`src/rtl/cic_ctrl_pkg.sv`:
```
// rtl/cic_ctrl_pkg.sv - shared state encoding, rate limits and clamp for the CIC sequencer
// Also imported by the register-bank decoder so both agree on legal rates.
package cic_ctrl_pkg;

  typedef enum logic [1:0] {
    ST_IDLE   = 2'd0,
    ST_FLUSH  = 2'd1,
    ST_SETTLE = 2'd2,
    ST_RUN    = 2'd3
  } cic_state_e;

  localparam logic [7:0] RATE_MIN = 8'd1;
  localparam logic [7:0] RATE_MAX = 8'd127;

  function automatic logic [7:0] clamp_rate(input logic [7:0] rate);
    logic [7:0] r;
    r = rate;
    if (rate < RATE_MIN) r = RATE_MIN;
    if (rate > RATE_MAX) r = RATE_MAX;
    return r;
  endfunction

endpackage

```
`src/rtl/cic_strobe_count.sv`:
```
// rtl/cic_strobe_count.sv - 7-bit input-strobe counter with clear, terminal compare and wrap
// hit_o is combinational so the decimated strobe lands on the same clock as the last input strobe.
module cic_strobe_count (
  input  logic       clock,
  input  logic       reset_n,
  input  logic       clear_i,
  input  logic       inc_i,
  input  logic [6:0] terminal_i,
  output logic       hit_o
);

  logic [6:0] count_q;
  logic [6:0] count_d;

  assign hit_o = inc_i && (count_q == terminal_i);

  always_comb begin
    count_d = count_q;
    if (clear_i) begin
      count_d = 7'd0;
    end else if (inc_i) begin
      count_d = hit_o ? 7'd0 : count_q + 7'd1;
    end
  end

  always_ff @(posedge clock or negedge reset_n) begin
    if (!reset_n) begin
      count_q <= 7'd0;
    end else begin
      count_q <= count_d;
    end
  end

endmodule

```
`src/rtl/cic_decim_ctrl.sv`:
```
// rtl/cic_decim_ctrl.sv - reset/enable/rate/strobe sequencer for one cic_decim instance
// Flushes the CIC on enable or rate change and hides output until its history is clean.
module cic_decim_ctrl
  import cic_ctrl_pkg::*;
#(
  parameter int N            = 4,
  parameter int SETTLE_EXTRA = 2,
  parameter int FLUSH_CYCLES = 2
) (
  input  logic       clock,
  input  logic       reset_n,
  input  logic       enable_in,
  input  logic [7:0] rate_in,
  input  logic       strobe_in,
  output logic       cic_reset,
  output logic       cic_enable,
  output logic [7:0] cic_rate,
  output logic       cic_strobe_in,
  output logic       cic_strobe_out,
  output logic       out_valid,
  output logic       busy
);

  localparam int SETTLE_LEN = N + SETTLE_EXTRA;
  localparam int SW = $clog2(SETTLE_LEN + 1);
  localparam int FW = (FLUSH_CYCLES > 1) ? $clog2(FLUSH_CYCLES) : 1;

  cic_state_e    state_q, state_d;
  logic [7:0]    rate_q, rate_d;
  logic [FW-1:0] flush_cnt_q, flush_cnt_d;
  logic [SW-1:0] settle_cnt_q, settle_cnt_d;
  logic          valid1_q, valid1_d;
  logic          valid2_q, valid2_d;

  logic [7:0]    rate_clamped;
  logic          active;
  logic          rate_change;
  logic          drop;
  logic          hit;

  assign rate_clamped = clamp_rate(rate_in);
  assign active       = (state_q == ST_SETTLE) || (state_q == ST_RUN);
  assign rate_change  = active && (rate_clamped != rate_q);
  // Anything that leaves SETTLE/RUN this clock discards the pending strobe.
  assign drop         = active && (rate_change || !enable_in);

  assign cic_reset      = !active;
  assign cic_enable     = active;
  assign cic_rate       = rate_q;
  assign cic_strobe_in  = strobe_in && active && !drop;
  assign cic_strobe_out = hit;
  assign out_valid      = valid2_q;
  assign busy           = (state_q != ST_RUN);

  cic_strobe_count u_strobe_count (
    .clock      (clock),
    .reset_n    (reset_n),
    .clear_i    (!active),
    .inc_i      (cic_strobe_in),
    .terminal_i (rate_q[6:0]),
    .hit_o      (hit)
  );

  always_comb begin
    state_d      = state_q;
    rate_d       = rate_q;
    flush_cnt_d  = flush_cnt_q;
    settle_cnt_d = settle_cnt_q;
    if (!enable_in) begin
      state_d = ST_IDLE;
    end else begin
      case (state_q)
        ST_IDLE: begin
          state_d     = ST_FLUSH;
          flush_cnt_d = '0;
        end
        ST_FLUSH: begin
          rate_d       = rate_clamped;
          settle_cnt_d = '0;
          if (flush_cnt_q == FW'(FLUSH_CYCLES - 1)) begin
            state_d = ST_SETTLE;
          end else begin
            flush_cnt_d = flush_cnt_q + FW'(1);
          end
        end
        ST_SETTLE: begin
          if (rate_change) begin
            state_d     = ST_FLUSH;
            flush_cnt_d = '0;
          end else if (hit) begin
            settle_cnt_d = settle_cnt_q + SW'(1);
            if (settle_cnt_q == SW'(SETTLE_LEN - 1)) begin
              state_d = ST_RUN;
            end
          end
        end
        ST_RUN: begin
          if (rate_change) begin
            state_d     = ST_FLUSH;
            flush_cnt_d = '0;
          end
        end
        default: state_d = ST_IDLE;
      endcase
    end
  end

  // Two stages: CIC pipeline update, then CIC output register.
  always_comb begin
    valid1_d = hit && (state_q == ST_RUN);
    valid2_d = drop ? 1'b0 : valid1_q;
  end

  always_ff @(posedge clock or negedge reset_n) begin
    if (!reset_n) begin
      state_q      <= ST_IDLE;
      rate_q       <= RATE_MIN;
      flush_cnt_q  <= '0;
      settle_cnt_q <= '0;
      valid1_q     <= 1'b0;
      valid2_q     <= 1'b0;
    end else begin
      state_q      <= state_d;
      rate_q       <= rate_d;
      flush_cnt_q  <= flush_cnt_d;
      settle_cnt_q <= settle_cnt_d;
      valid1_q     <= valid1_d;
      valid2_q     <= valid2_d;
    end
  end

endmodule

```
`config.mk`:
```
export PLATFORM = sky130hd
export DESIGN_NAME = cic_decim_ctrl
export DESIGN_NICKNAME = d
export VERILOG_FILES = /design/src/rtl/cic_ctrl_pkg.sv /design/src/rtl/cic_strobe_count.sv /design/src/rtl/cic_decim_ctrl.sv
export SDC_FILE = /design/constraint.sdc
export NUM_CORES = 1
export LEC_CHECK = 0
export ABC_AREA = 1
export CAP_MARGIN = 5
export CORE_MARGIN = 2
export CORE_UTILIZATION = 45
export DETAILED_ROUTE_END_ITERATION = 8
export PLACE_DENSITY = 0.7
export SKIP_LAST_GASP = 1
export SLEW_MARGIN = 20
export SYNTH_ARGS = -nofsm -noshare
export SYNTH_HDL_FRONTEND = slang
export SYNTH_SLANG_ARGS = --single-unit
```
`constraint.sdc`:
```
create_clock -name clock -period 2.2 [get_ports clock]
set_input_delay 0.55 -clock clock [delete_from_list [all_inputs] [get_ports clock]]
set_output_delay 0.55 -clock clock [all_outputs]
set_load 0.005 [all_outputs]
```
# After elaboration in Yosys (flattened, before gate mapping)
# Index checks and enable logic that the tools add are counted.
[op_classes] n_addsub=3 magnitude_cmp=2 n_eq_ne=15 n_mux=19 n_reduce_logical=18
[op_table] operator="$mux 7" count=3
[op_table] operator="$mux 8" count=2
[op_table] operator="$mux 2" count=6
[op_table] operator="$gt 8x7->1 const B" count=1
[op_table] operator="$lt 8x1->1 const B" count=1
[op_table] operator="$ne 8x8->1" count=1
[op_table] operator="$pmux 2 s4" count=1
[op_table] operator="$reduce_and 4->1" count=2
[op_table] operator="$add 7x1->7 const B" count=1
[op_table] operator="$eq 7x7->1" count=1
[op_table] operator="$logic_and 1x1->1" count=6
[op_table] operator="$mux 3" count=2
[op_table] operator="$ne 2x2->1 const B" count=3
[op_table] operator="$ne 3x3->1 const B" count=2
[op_table] operator="$pmux 3 s2" count=1
[op_table] operator="$eq 2x2->1 const B" count=2
[op_table] operator="$ne 2x1->1 const B" count=2
[op_table] operator="$ne 4x3->1 const B" count=1
[op_table] operator="$ne 4x4->1 const B" count=1
[op_table] operator="$reduce_and 2->1" count=2
[op_table] operator="$add 3x1->3 const B" count=1
[op_table] operator="$eq 3x3->1 const B" count=1
[op_table] operator="$logic_not 1->1" count=3
[op_table] operator="$mux 1" count=3
[op_table] operator="7 further kinds" count=8
[totals] register_bits=23

# Depth between registers and ports, before layout
# Gate-level depths: netlist of the first run.
[depth] depth_word=14 mapped_depth=15 mapped_depth_nobuf=15

# Modules after synthesis
# From an unflattened synthesis of the first run, not the netlist that was laid out.
[unflattened] cells_unflattened=243 area_unflattened_um2=1652.8
[modules_own_cells] module="cic_decim_ctrl" n_inst=1 cells_each=165 area_each_um2=1127.3
[modules_own_cells] module="cic_strobe_count" n_inst=1 cells_each=78 area_each_um2=525.5

# Worst setup path after synthesis of the first run
# OpenSTA, ideal clock, no wires.
[synth_path] path_kind="input to output" from="input port rate_in[7]" to="output port cic_strobe_out" arrival_time_ps=1454 required_time_ps=1650 setup_slack_ps=196 cell_stages=11 n_path_buf=0 cell_sequence="inv_4 > nand2_2 > nand2_1 > nand2_1 > nor2_1 > nand2_1 > nor2_4 > nand3_4 > nor2_8 > nand2_4 > inv_1"
[synth_between] elab_chain_len=10 elab_cells_between_ends=11 cone_classes="2 x order compare; 1 x eq/ne; 2 x mux; 6 x reduce/logical"
[synth_rtl] item="start: declaration" line="cic_decim_ctrl.sv:13" rtl="input logic [7:0] rate_in,"
[synth_rtl] item="$lt 8x1->1" line="cic_ctrl_pkg.sv:18" rtl="if (rate < RATE_MIN) r = RATE_MIN;"
[synth_rtl] item="$mux 8" line="cic_ctrl_pkg.sv:18"
[synth_rtl] item="$mux 8 *" line="cic_ctrl_pkg.sv:19" rtl="if (rate > RATE_MAX) r = RATE_MAX;"
[synth_rtl] item="$ne 8x8->1 *" line="cic_decim_ctrl.sv:43" rtl="assign rate_change = active && (rate_clamped != rate_q);"
[synth_rtl] item="$logic_and 1x1->1 *" line="cic_decim_ctrl.sv:43"
[synth_rtl] item="$logic_or 1x1->1 *" line="cic_decim_ctrl.sv:45" rtl="assign drop = active && (rate_change || !enable_in);"
[synth_rtl] item="$logic_and 1x1->1 *" line="cic_decim_ctrl.sv:45"
[synth_rtl] item="$logic_not 1->1 *" line="cic_decim_ctrl.sv:50" rtl="assign cic_strobe_in = strobe_in && active && !drop;"
[synth_rtl] item="$logic_and 1x1->1 *" line="cic_decim_ctrl.sv:50"
[synth_rtl] item="net cic_strobe_in" line="cic_decim_ctrl.sv:18" rtl="output logic cic_strobe_in,"
[synth_rtl] item="$logic_and 1x1->1 *" line="cic_strobe_count.sv:15" rtl="assign hit_o = inc_i && (count_q == terminal_i);"
[synth_rtl] item="end: declaration" line="cic_decim_ctrl.sv:19" rtl="output logic cic_strobe_out,"
# Mark *: on every way through the listed nets, which the timed path passes. The rest lies on a longest branch.

# Final worst setup path of the first run
[layout_path] from="register state_q[0]" to="output port cic_strobe_out"
[layout_between] elab_chain_len=8 elab_cells_between_ends=10 cone_classes="2 x eq/ne; 8 x reduce/logical"
[layout_rtl] item="start: declaration" line="cic_decim_ctrl.sv:28" rtl="cic_state_e state_q, state_d;"
[layout_rtl] item="start signal: assignment" line="cic_decim_ctrl.sv:123" rtl="state_q <= state_d;"
[layout_rtl] item="$eq 2x2->1" line="cic_decim_ctrl.sv:42" rtl="assign active = (state_q == ST_SETTLE) || (state_q == ST_RUN);"
[layout_rtl] item="$logic_or 1x1->1 *" line="cic_decim_ctrl.sv:42"
[layout_rtl] item="$logic_and 1x1->1" line="cic_decim_ctrl.sv:43"
[layout_rtl] item="$logic_or 1x1->1" line="cic_decim_ctrl.sv:45"
[layout_rtl] item="$logic_and 1x1->1" line="cic_decim_ctrl.sv:45"
[layout_rtl] item="$logic_not 1->1" line="cic_decim_ctrl.sv:50"
[layout_rtl] item="$logic_and 1x1->1 *" line="cic_decim_ctrl.sv:50"
[layout_rtl] item="$logic_and 1x1->1 *" line="cic_strobe_count.sv:15"
# Mark *: on every way between the ends. The rest lies on a longest branch, timed or not.

==> metrics.cfg, run 1 <==
[clock_network]
cts_tree = done
cts_buffers = 3
clock_latency_ps = 310
clk_path_buf_depth = 2
root_buffer = clkbuf_4
h-tree-depth = 1
path_clk_slew_ps = 130
cts.sinks = 23

[pwr]
p_leak_nw = 1.13
power_mw = 1.32
vdd_drop_max_mv = 0.260
p_per_area_mw_per_mm2 = 614

[grt]
grt_remaining_overflow = 0
grt_usage = 0.187
first_global_vias = 1361
grt_max_degree = 24
grt_pass1_wl_um = 5890
antenna_found_initial = 0

[timing]
final.period_utilization = 1.01
skew_ps = 4.10
fmax_ghz = 0.449
setup_ws_ps = -25.6
max-slew-margin-rel = 0.798
rsz0062_at_grt = true
period_minus_slack_ps = 2230
worst_pin_slew_ps = 304
setup_tns_ps = -25.6
whs_ps = 491
finalHoldViolCount = 0
setup_viol = 1
drv_slew = 0

[floorplan]
die_area_mm2 = 0.00386
die_height_um = 62.1
coreArea_mm2 = 0.00328
start_util = 0.462
num_rows = 21
ios = 26
die_w_um = 62.1

[logic_synthesis]
syn_avg_cell_area_um2 = 7.56
synth_cell_type_count = 29
yosysWarningCount = 0
synth_nets = 219
synthCells = 201
synth-seq-area-share = 0.380
yosys_register_bits = 23
syn_area_mm2 = 0.00152

[setup_path]
critPathMaxFanout = 3
reg2reg_slack_ps = 380
cp_common_cell = inv_1
endpoint_kind = primary output
worstPathCellList = inv_1, ha_1, nor2_2, inv_1, buf_4, nand3_4, nor2_8, nand2_4, inv_2, buf_2
crit_family = buffers and inverters
cp.required_ps = 1650
critPathMaxStageDelay_ps = 410
worst-path-stages = 10
startpoint_type = flop
worst-r2r-cell-count = 15
worst-setup-path-type = reg2out
slowest_stage = dfrtp_1
critPathArrivalTime_ps = 1680
path_buf_inv = 5

[hold_path]
hold_class = reg2reg
worstHoldPathCells = 1

[drt]
vias_per_cell = 4.57
wl_per_cell_um = 10.9
drt_iter0_markers = 85
drc_errors = 0
drt_wl_total_um = 3450
vias = 1441
final_antenna_net_count = 0
firstDrtPassIters = 4

[final_layout]
finalNonFillerCells = 315
final_cell_mix = nand2_1, buf_4, inv_1, dfrtp_1, nor2_1
postLayoutCoreUtil = 0.652
diodes = 0
drive_above_1_share = 0.346
layout_commonest_cell = nand2_1
syn_to_final_growth_pct = 40.9
final_net_count = 288

[placed_design]
placed_cells = 301
place_congestion = 0.799
dp_hpwl_um = 2560
io_buffers = 25

[run]
drv_cap = 0

[run_status]
status = complete, but fails checks
violations = setup timing

-- logic make-up (layout without fill, tap and decap cells) --
family,Yosys count,count (layout),share of synthesized area
AND/OR/NAND/NOR,110,110,0.365
AO/OA/AOI/OAI,23,23,0.0840
buffers and inverters,32,100,0.0815
flip-flops,23,23,0.380
adder cells (fa/ha/maj),6,6,0.0494
XOR/XNOR,7,7,0.0404
-- registers in the layout (all words and copies together), names as in the netlist --
register / cells
u_strobe_count.count_q: 7
flush_cnt_q: 1
state_q: 2
cic_rate: 8
out_valid: 1
settle_cnt_q: 3
valid1_q: 1
-- layout make-up --
cell class                      instances  area [um2]
Inverter                               31         123
Sequential cell                        23         578
Fill cell                             314        1140
Clock buffer                            4        26.3
Multi-Input combinational cell        146         833
Tap cell                               46        57.6
Timing Repair Buffer                   64         515
Timing Repair inverter                  1        7.51
-- metal layers --
layer | GRT usage | up-vias | wire [um]
met2 | 0.311 | 15 | 1700
met4 | 0.0583 | 0 | 46
met5 | 0 | - | 0
met3 | 0.0236 | 4 | 61
li1 | - | 760 | -
met1 | 0.255 | 662 | 1640
-- path summary, 6_finish.rpt --
| check | end | startpoint |
|---|---|---|
| min in group asynchronous | u_strobe_count.count_q[5] | reset_n |
| worst min-delay path | out_valid | valid1_q |
| max in group asynchronous | cic_rate[0] | reset_n |
| worst max register to register | state_q[0] | cic_rate[1] |
| worst max-delay path | cic_strobe_out | state_q[0] |
| worst min register to register | out_valid | valid1_q |
-- cell usage after synthesis --
| master | n | share of area |
|---|---|---|
| nand3b_1 | 1 | 0.0049 |
| nor2_4 | 1 | 0.0074 |
| or2_2 | 1 | 0.0041 |
| clkinv_2 | 1 | 0.0033 |
| a21oi_1 | 4 | 0.013 |
| nand4_1 | 1 | 0.0041 |
| nand2_1 | 54 | 0.13 |
| inv_4 | 1 | 0.0041 |
| dfstp_2 | 1 | 0.017 |
| o21ai_2 | 1 | 0.0058 |
| ha_1 | 6 | 0.049 |
| nand3_1 | 14 | 0.046 |
| nor2_2 | 2 | 0.0082 |
| nor2_1 | 18 | 0.044 |
| o21ai_1 | 4 | 0.013 |
| xor2_1 | 6 | 0.035 |
| nand3_4 | 1 | 0.012 |
| nand2_4 | 5 | 0.037 |
| nor2_8 | 1 | 0.013 |
| inv_1 | 29 | 0.072 |
| clkbuf_1 | 1 | 0.0025 |
| o22ai_1 | 2 | 0.0082 |
| o21ai_0 | 10 | 0.033 |
| a21oi_2 | 1 | 0.0058 |
| xnor2_1 | 1 | 0.0058 |
| dfrtp_1 | 22 | 0.36 |
| o21a_1 | 1 | 0.0049 |
| nand3_2 | 2 | 0.013 |
| nand2_2 | 9 | 0.037 |
-- report_power, final --
part / total [mW] / switching, mW / internal, mW
registers: 0.537 / 0.0532 / 0.483
clock network: 0.199 / 0.129 / 0.0707
logic: 0.579 / 0.262 / 0.317
-- through the flow --
stage / setup WS (ps) / instance area [um2]
after floorplan: 196 / 1520
after CTS: -84.7 / 2110
after global placement: -801 / 2050
after detailed placement: -827 / 2050
after global routing: -145 / 2140
final: -25.6 / 2140
-- repair_timing --
item                                    4_1_cts  5_1_grt
pin swaps                                    17       16
endpoints found under the setup margin        5        4
gates resized for setup                      43       12
gates cloned                                  1        0
hold buffers                                  0        0
setup buffers                                 3        6
Power figures use the tool's default switching activity.
==> run 2, diff against run 1 <==
CORE_MARGIN = default   (was 2)
==> run 2 against run 1 <==
  * The run still ends with setup timing left
  * Maximum frequency is 0.27% lower
  * Critical path type unchanged
  * Worst setup slack got worse by 6.0 ps
  * Utilization increased by 4.3 points
==> metrics.cfg, run 2 (synthesis gave the netlist of run 1 again) <==
[drt]
drc_errors = 0  ; unchanged
final_antenna_net_count = 0  ; unchanged
drt_iter0_markers = 46  ; -46%
vias = 1470  ; +2.0%
vias_per_cell = 4.71  ; +3.0%
wl_per_cell_um = 11.4  ; +3.9%
firstDrtPassIters = 5  ; +1
drt_wl_total_um = 3550  ; +2.9%

[pwr]
power.internal_uw = 892  ; +2.4%
p_comb_frac = 0.453  ; +0.013
p_sw_uw = 474  ; +6.7%
p_seq_frac = 0.398  ; -0.010
power_mw = 1.37  ; +3.9%
p_leak_nw = 1.12  ; -0.87%
vdd_drop_max_mv = 0.292  ; +12%
p_clk_frac = 0.149  ; -0.003
p_per_area_mw_per_mm2 = 628  ; +2.2%
sw_frac_of_total = 0.347  ; +0.00912

[floorplan]
coreArea_mm2 = 0.00313  ; -4.8%
die_w_um = 60.1  ; -3.2%
ios = 26  ; unchanged
die_height_um = 60.1  ; -3.2%
num_rows = 20  ; -4.8%
die_area_mm2 = 0.00361  ; -6.3%
start_util = 0.486  ; +0.0231

[setup_path]
reg2reg_to = u_strobe_count.count_q[6]
crit_family = simple AND/OR/NAND/NOR gates
critPathMaxFanout = 4  ; +1
worst-setup-path-type = reg2out
slowest_stage = dfrtp_2
setup.worst_path.start = cic_rate[5]
startpoint_type = flop
critPathArrivalTime_ps = 1680  ; about the same
worst-path-stages = 11  ; +1
path_buf_inv = 3  ; -2
endpoint_kind = primary output
reg2reg_slack_ps = 400  ; +20 ps
critPathMaxStageDelay_ps = 450  ; +40 ps
cp.required_ps = 1650  ; about the same
critPathCapture = cic_strobe_out
timing.rr.start = cic_rate[5]
worst-r2r-cell-count = 13  ; -2
worstPathCellList = inv_2, o21ai_2, nand2_1, nor2_1, nand2_1, nor2_4, nand3_4, nor2_8, nand2_4, inv_2, buf_6

[grt]
antenna_found_initial = 0  ; unchanged
grt_remaining_overflow = 0  ; unchanged
grt_pass1_wl_um = 5860  ; -0.58%
grt_usage = 0.221  ; +0.0340
grt_max_degree = 24  ; unchanged
first_global_vias = 1383  ; +1.6%

[final_layout]
diodes = 0  ; unchanged
finalNonFillerCells = 312  ; -0.95%
largest_register_ffs = 8  ; unchanged
n_fill_cell = 266  ; -15%
seq_area_um2 = 578  ; unchanged
layout_commonest_cell = nand2_1
drive_above_1_share = 0.366  ; +0.0199
final_net_count = 287  ; -0.35%
design_area_mm2 = 0.00217  ; +1.6%
final_cell_mix = nand2_1, buf_4, dfrtp_1, inv_1, nor2_1
syn_to_final_growth_pct = 43.2
multiInputGateArea_um2 = 852  ; +2.3%
postLayoutCoreUtil = 0.695  ; +0.0434

[timing]
skew_ps = 11.4  ; +7.26 ps
max-slew-margin-rel = 0.792  ; -0.00539
setup_viol = 1  ; unchanged
final.period_utilization = 1.01  ; +0.00273
period_minus_slack_ps = 2230  ; +6.00 ps
rsz0062_at_grt = true
setup_ws_ps = -31.6  ; -6.00 ps
drv_slew = 0  ; unchanged
finalHoldViolCount = 0  ; unchanged
worst_pin_slew_ps = 312  ; +8.08 ps
fmax_ghz = 0.448  ; -0.27%

[clock_network]
clk_path_buf_depth = 2  ; unchanged
cts_tree = done
h-tree-depth = 1  ; unchanged
holdBufCountCts = 0  ; unchanged
path_clk_slew_ps = 140  ; about the same
cts_buffers = 3  ; unchanged
root_buffer = clkbuf_4
clock_latency_ps = 320  ; about the same
cts.sinks = 23  ; unchanged

[placed_design]
dp_hpwl_um = 2580  ; +1.1%
io_buffers = 25  ; unchanged
placed_cell_area_mm2 = 0.00205  ; -0.12%
place_congestion = 0.767  ; -4.0%
placed_cells = 299  ; -0.66%

[run_status]
violations = setup timing
status = complete, but fails checks

[hold_path]
hold_class = reg2reg

[run]
drv_cap = 0  ; unchanged

-- run 2: worst min path at each step --
stage / startpoint / to / depth (start not counted)
6_report: valid1_q / out_valid / 1
5_1_grt: valid1_q / out_valid / 1
4_1_cts: valid1_q / out_valid / 1
3_5_place_dp: valid1_q / out_valid / 1
3_3_place_gp: valid1_q / out_valid / 1
2_1_floorplan: reset_n / cic_rate[1] / 0
-- run 2: layout make-up --
class,instances,share of cell area
clock inverter,1,0.00230
clock buffer,3,0.0104
sequential,23,0.266
timing repair inverter,1,0.00345
tap,44,0.0253
multi-input combinational,146,0.392
timing repair buffer,63,0.245
inverter,31,0.0564
-- run 2: metal layers --
layer,up-vias,GRT usage,wire [um],part of all wire
met3,5,0.0216,69,0.019
met2,20,0.361,1730,0.49
li1,760,-,-,-
met5,-,0,0,0
met4,0,0.110,58,0.016
met1,685,0.289,1690,0.48
-- run 2: power by group through the flow --
stage | combinational (mW) | clock, mW | sequential [mW]
3_3_place_gp | 0.522 | 0 | 0.551
2_1_floorplan | 0.236 | 0 | 0.548
6_report | 0.618 | 0.204 | 0.544
5_1_grt | 0.684 | 0.219 | 0.551
4_1_cts | 0.591 | 0.210 | 0.538
3_5_place_dp | 0.529 | 0 | 0.552
-- run 2: through the flow --
step	TNS, ps	setup slack (ps)	hold WS [ps]
floorplan	0	196	254
global placement	-4380	-802	458
detailed placement	-4620	-820	455
CTS	-79.6	-79.6	491
global route	-181	-134	507
finish	-31.6	-31.6	487
-- run 2: timing repair --
item,CTS,global route
endpoints found under the setup margin,5,3
cloned,1,0
pin swaps,14,16
resized for setup,47,14
buffers inserted,7,2
==> run 3, diff against run 2 <==
CTS_BUF_LIST = sky130_fd_sc_hd__clkbuf_8   (was default)
CTS_CLUSTER_SIZE = 30   (was default)
==> run 3 against run 2 <==
  * The flow now finishes without violations
  * First-iteration DRC count unchanged
  * Register-to-register slack about the same
  * Clock power increased by 32%
  * Final cell count unchanged
  * Utilization decreased by 0.20 points
  * Maximum frequency increased by 2.1%
  * Die area unchanged
  * Worst setup slack improved by 47 ps
  * Sequential power increased by 1%
  * Combinational power decreased by 9.4%
  * Critical path type is now in2out
==> metrics.cfg, run 3 (synthesis gave the netlist of run 1 again) <==
[run_status]
status = completed

[timing]
worst_pin_slew_ps = 311  ; -1.09 ps
whs_ps = 478  ; -9.17 ps
finalHoldViolCount = 0  ; unchanged
rsz0062_at_grt = true
period_minus_slack_ps = 2180  ; -46.7 ps
setup_viol = 0  ; -1
max-slew-margin-rel = 0.793  ; about the same
drv_slew = 0  ; unchanged
final.period_utilization = 0.993  ; -0.0212
skew_ps = 7.23  ; -4.14 ps
fmax_ghz = 0.458  ; +2.1%

[floorplan]
start_util = 0.486  ; unchanged
die_w_um = 60.1  ; unchanged
coreArea_mm2 = 0.00313  ; unchanged
ios = 26  ; unchanged
die_area_mm2 = 0.00361  ; unchanged
num_rows = 20  ; unchanged
die_height_um = 60.1  ; unchanged

[clock_network]
clock_latency_ps = 270  ; -50 ps
root_buffer = clkbuf_8
cts_buffers = 3  ; unchanged
h-tree-depth = 1  ; unchanged
clk_path_buf_depth = 2  ; unchanged
cts_tree = done
path_clk_slew_ps = 90  ; -50 ps
cts.sinks = 23  ; unchanged

[setup_path]
reg2reg_slack_ps = 400  ; about the same
startpoint_type = input port
critPathMaxFanout = 5  ; +1
cp_common_cell = nand3_2
timing.rr.start = cic_rate[5]
worst-setup-path-type = in2out
path_buf_inv = 5  ; +2
worstPathCellList = buf_12, clkinvlp_4, buf_4, nand3_2, nand2_2, nand3_2, nor2_4, nand3_4, nor2_8, nand2_4, inv_2, buf_6
critPathMaxStageDelay_ps = 140  ; -310 ps
endpoint_kind = primary output
cp.required_ps = 1650  ; about the same
slowest_stage = nor2_4
reg2reg_to = u_strobe_count.count_q[6]
worst-r2r-cell-count = 12  ; -1
critPathArrivalTime_ps = 1630  ; -50 ps
crit_family = simple AND/OR/NAND/NOR gates

[grt]
first_global_vias = 1345  ; -2.7%
grt_max_degree = 24  ; unchanged
grt_pass1_wl_um = 5790  ; -1.2%
grt_usage = 0.219  ; -0.00181
grt_remaining_overflow = 0  ; unchanged
antenna_found_initial = 0  ; unchanged

[final_layout]
layout_commonest_cell = nand2_1
n_fill_cell = 271  ; +1.9%
syn_to_final_growth_pct = 42.8
diodes = 0  ; unchanged
final_net_count = 287  ; unchanged
postLayoutCoreUtil = 0.693  ; -0.00200
final_cell_mix = nand2_1, buf_4, inv_1, dfrtp_1, nor2_1
drive_above_1_share = 0.366  ; unchanged
largest_register_ffs = 8  ; unchanged

[drt]
firstDrtPassIters = 4  ; -1
vias = 1427  ; -2.9%
drt_iter0_markers = 46  ; unchanged
drc_errors = 0  ; unchanged
vias_per_cell = 4.57  ; -2.9%
wl_per_cell_um = 11.2  ; -1.0%
final_antenna_net_count = 0  ; unchanged
drt_wl_total_um = 3510  ; -1.0%

[hold_path]
hold_start = valid1_q
worstHoldPathCells = 1  ; unchanged
hold_class = reg2reg
min_to = out_valid

[pwr]
p_leak_nw = 1.13  ; +1.2%
p_per_area_mw_per_mm2 = 637  ; +1.3%
vdd_drop_max_mv = 0.293  ; +0.51%

[run]
drv_cap = 0  ; unchanged

[placed_design]
dp_hpwl_um = 2580  ; unchanged
place_congestion = 0.767  ; unchanged
io_buffers = 25  ; unchanged

[run 3: through the flow]
stage	power (mW)	area, um2	worst slack, ps	setup TNS, ps	instances
floorplan	0.783	1520	196	0	201
global placement	1.07	2050	-802	-4380	299
detailed placement	1.08	2050	-820	-4620	299
CTS	1.37	2140	-51.8	-51.8	310
global route	1.47	2170	-73.1	-109	312
finish	1.38	2170	15.1	0	312
[run 3: worst max-delay path by stage]
stage,startpoint,end,cells after the start,slack (ps)
after floorplan,rate_in[7],cic_strobe_out,11,200
after global placement,rate_in[7],cic_strobe_out,13,-800
after detailed placement,rate_in[7],cic_strobe_out,13,-820
after CTS,rate_in[5],cic_strobe_out,11,-50
after global routing,rate_in[7],cic_strobe_out,12,-70
final,rate_in[7],cic_strobe_out,12,20
[run 3: timing repair]
item	in CTS	in global routing
endpoints found under the setup margin	6	4
hold buffers	0	0
pin swaps	18	14
cloned	1	0
resized for setup	46	16
endpoints found under the hold margin	0	0
buffers inserted	6	2
[run 3: layer usage]
metal / track usage / wire length, um / up-vias
met5: 0 / 0 / -
met4: 0.103 / 55 / 0
met2: 0.350 / 1660 / 20
met1: 0.291 / 1720 / 645
li1: - / - / 757
met3: 0.0281 / 68 / 5
[run 3: power breakdown]
part           internal [mW]  leakage (nW)  switching [mW]
Combinational          0.304         0.803           0.256
Sequential             0.485         0.300          0.0670
Clock                  0.127        0.0255           0.142
[run 3: layout make-up]
cell class                 count  area (um2)  share of cell area
multi-input combinational    146         850               0.392
sequential                    23         579               0.267
timing repair buffer          63         508               0.234
inverter                      31         123              0.0565
tap                           44        55.1              0.0254
clock buffer                   3        41.3              0.0190
timing repair inverter         1        7.51             0.00346
clock inverter                 1        5.00             0.00231
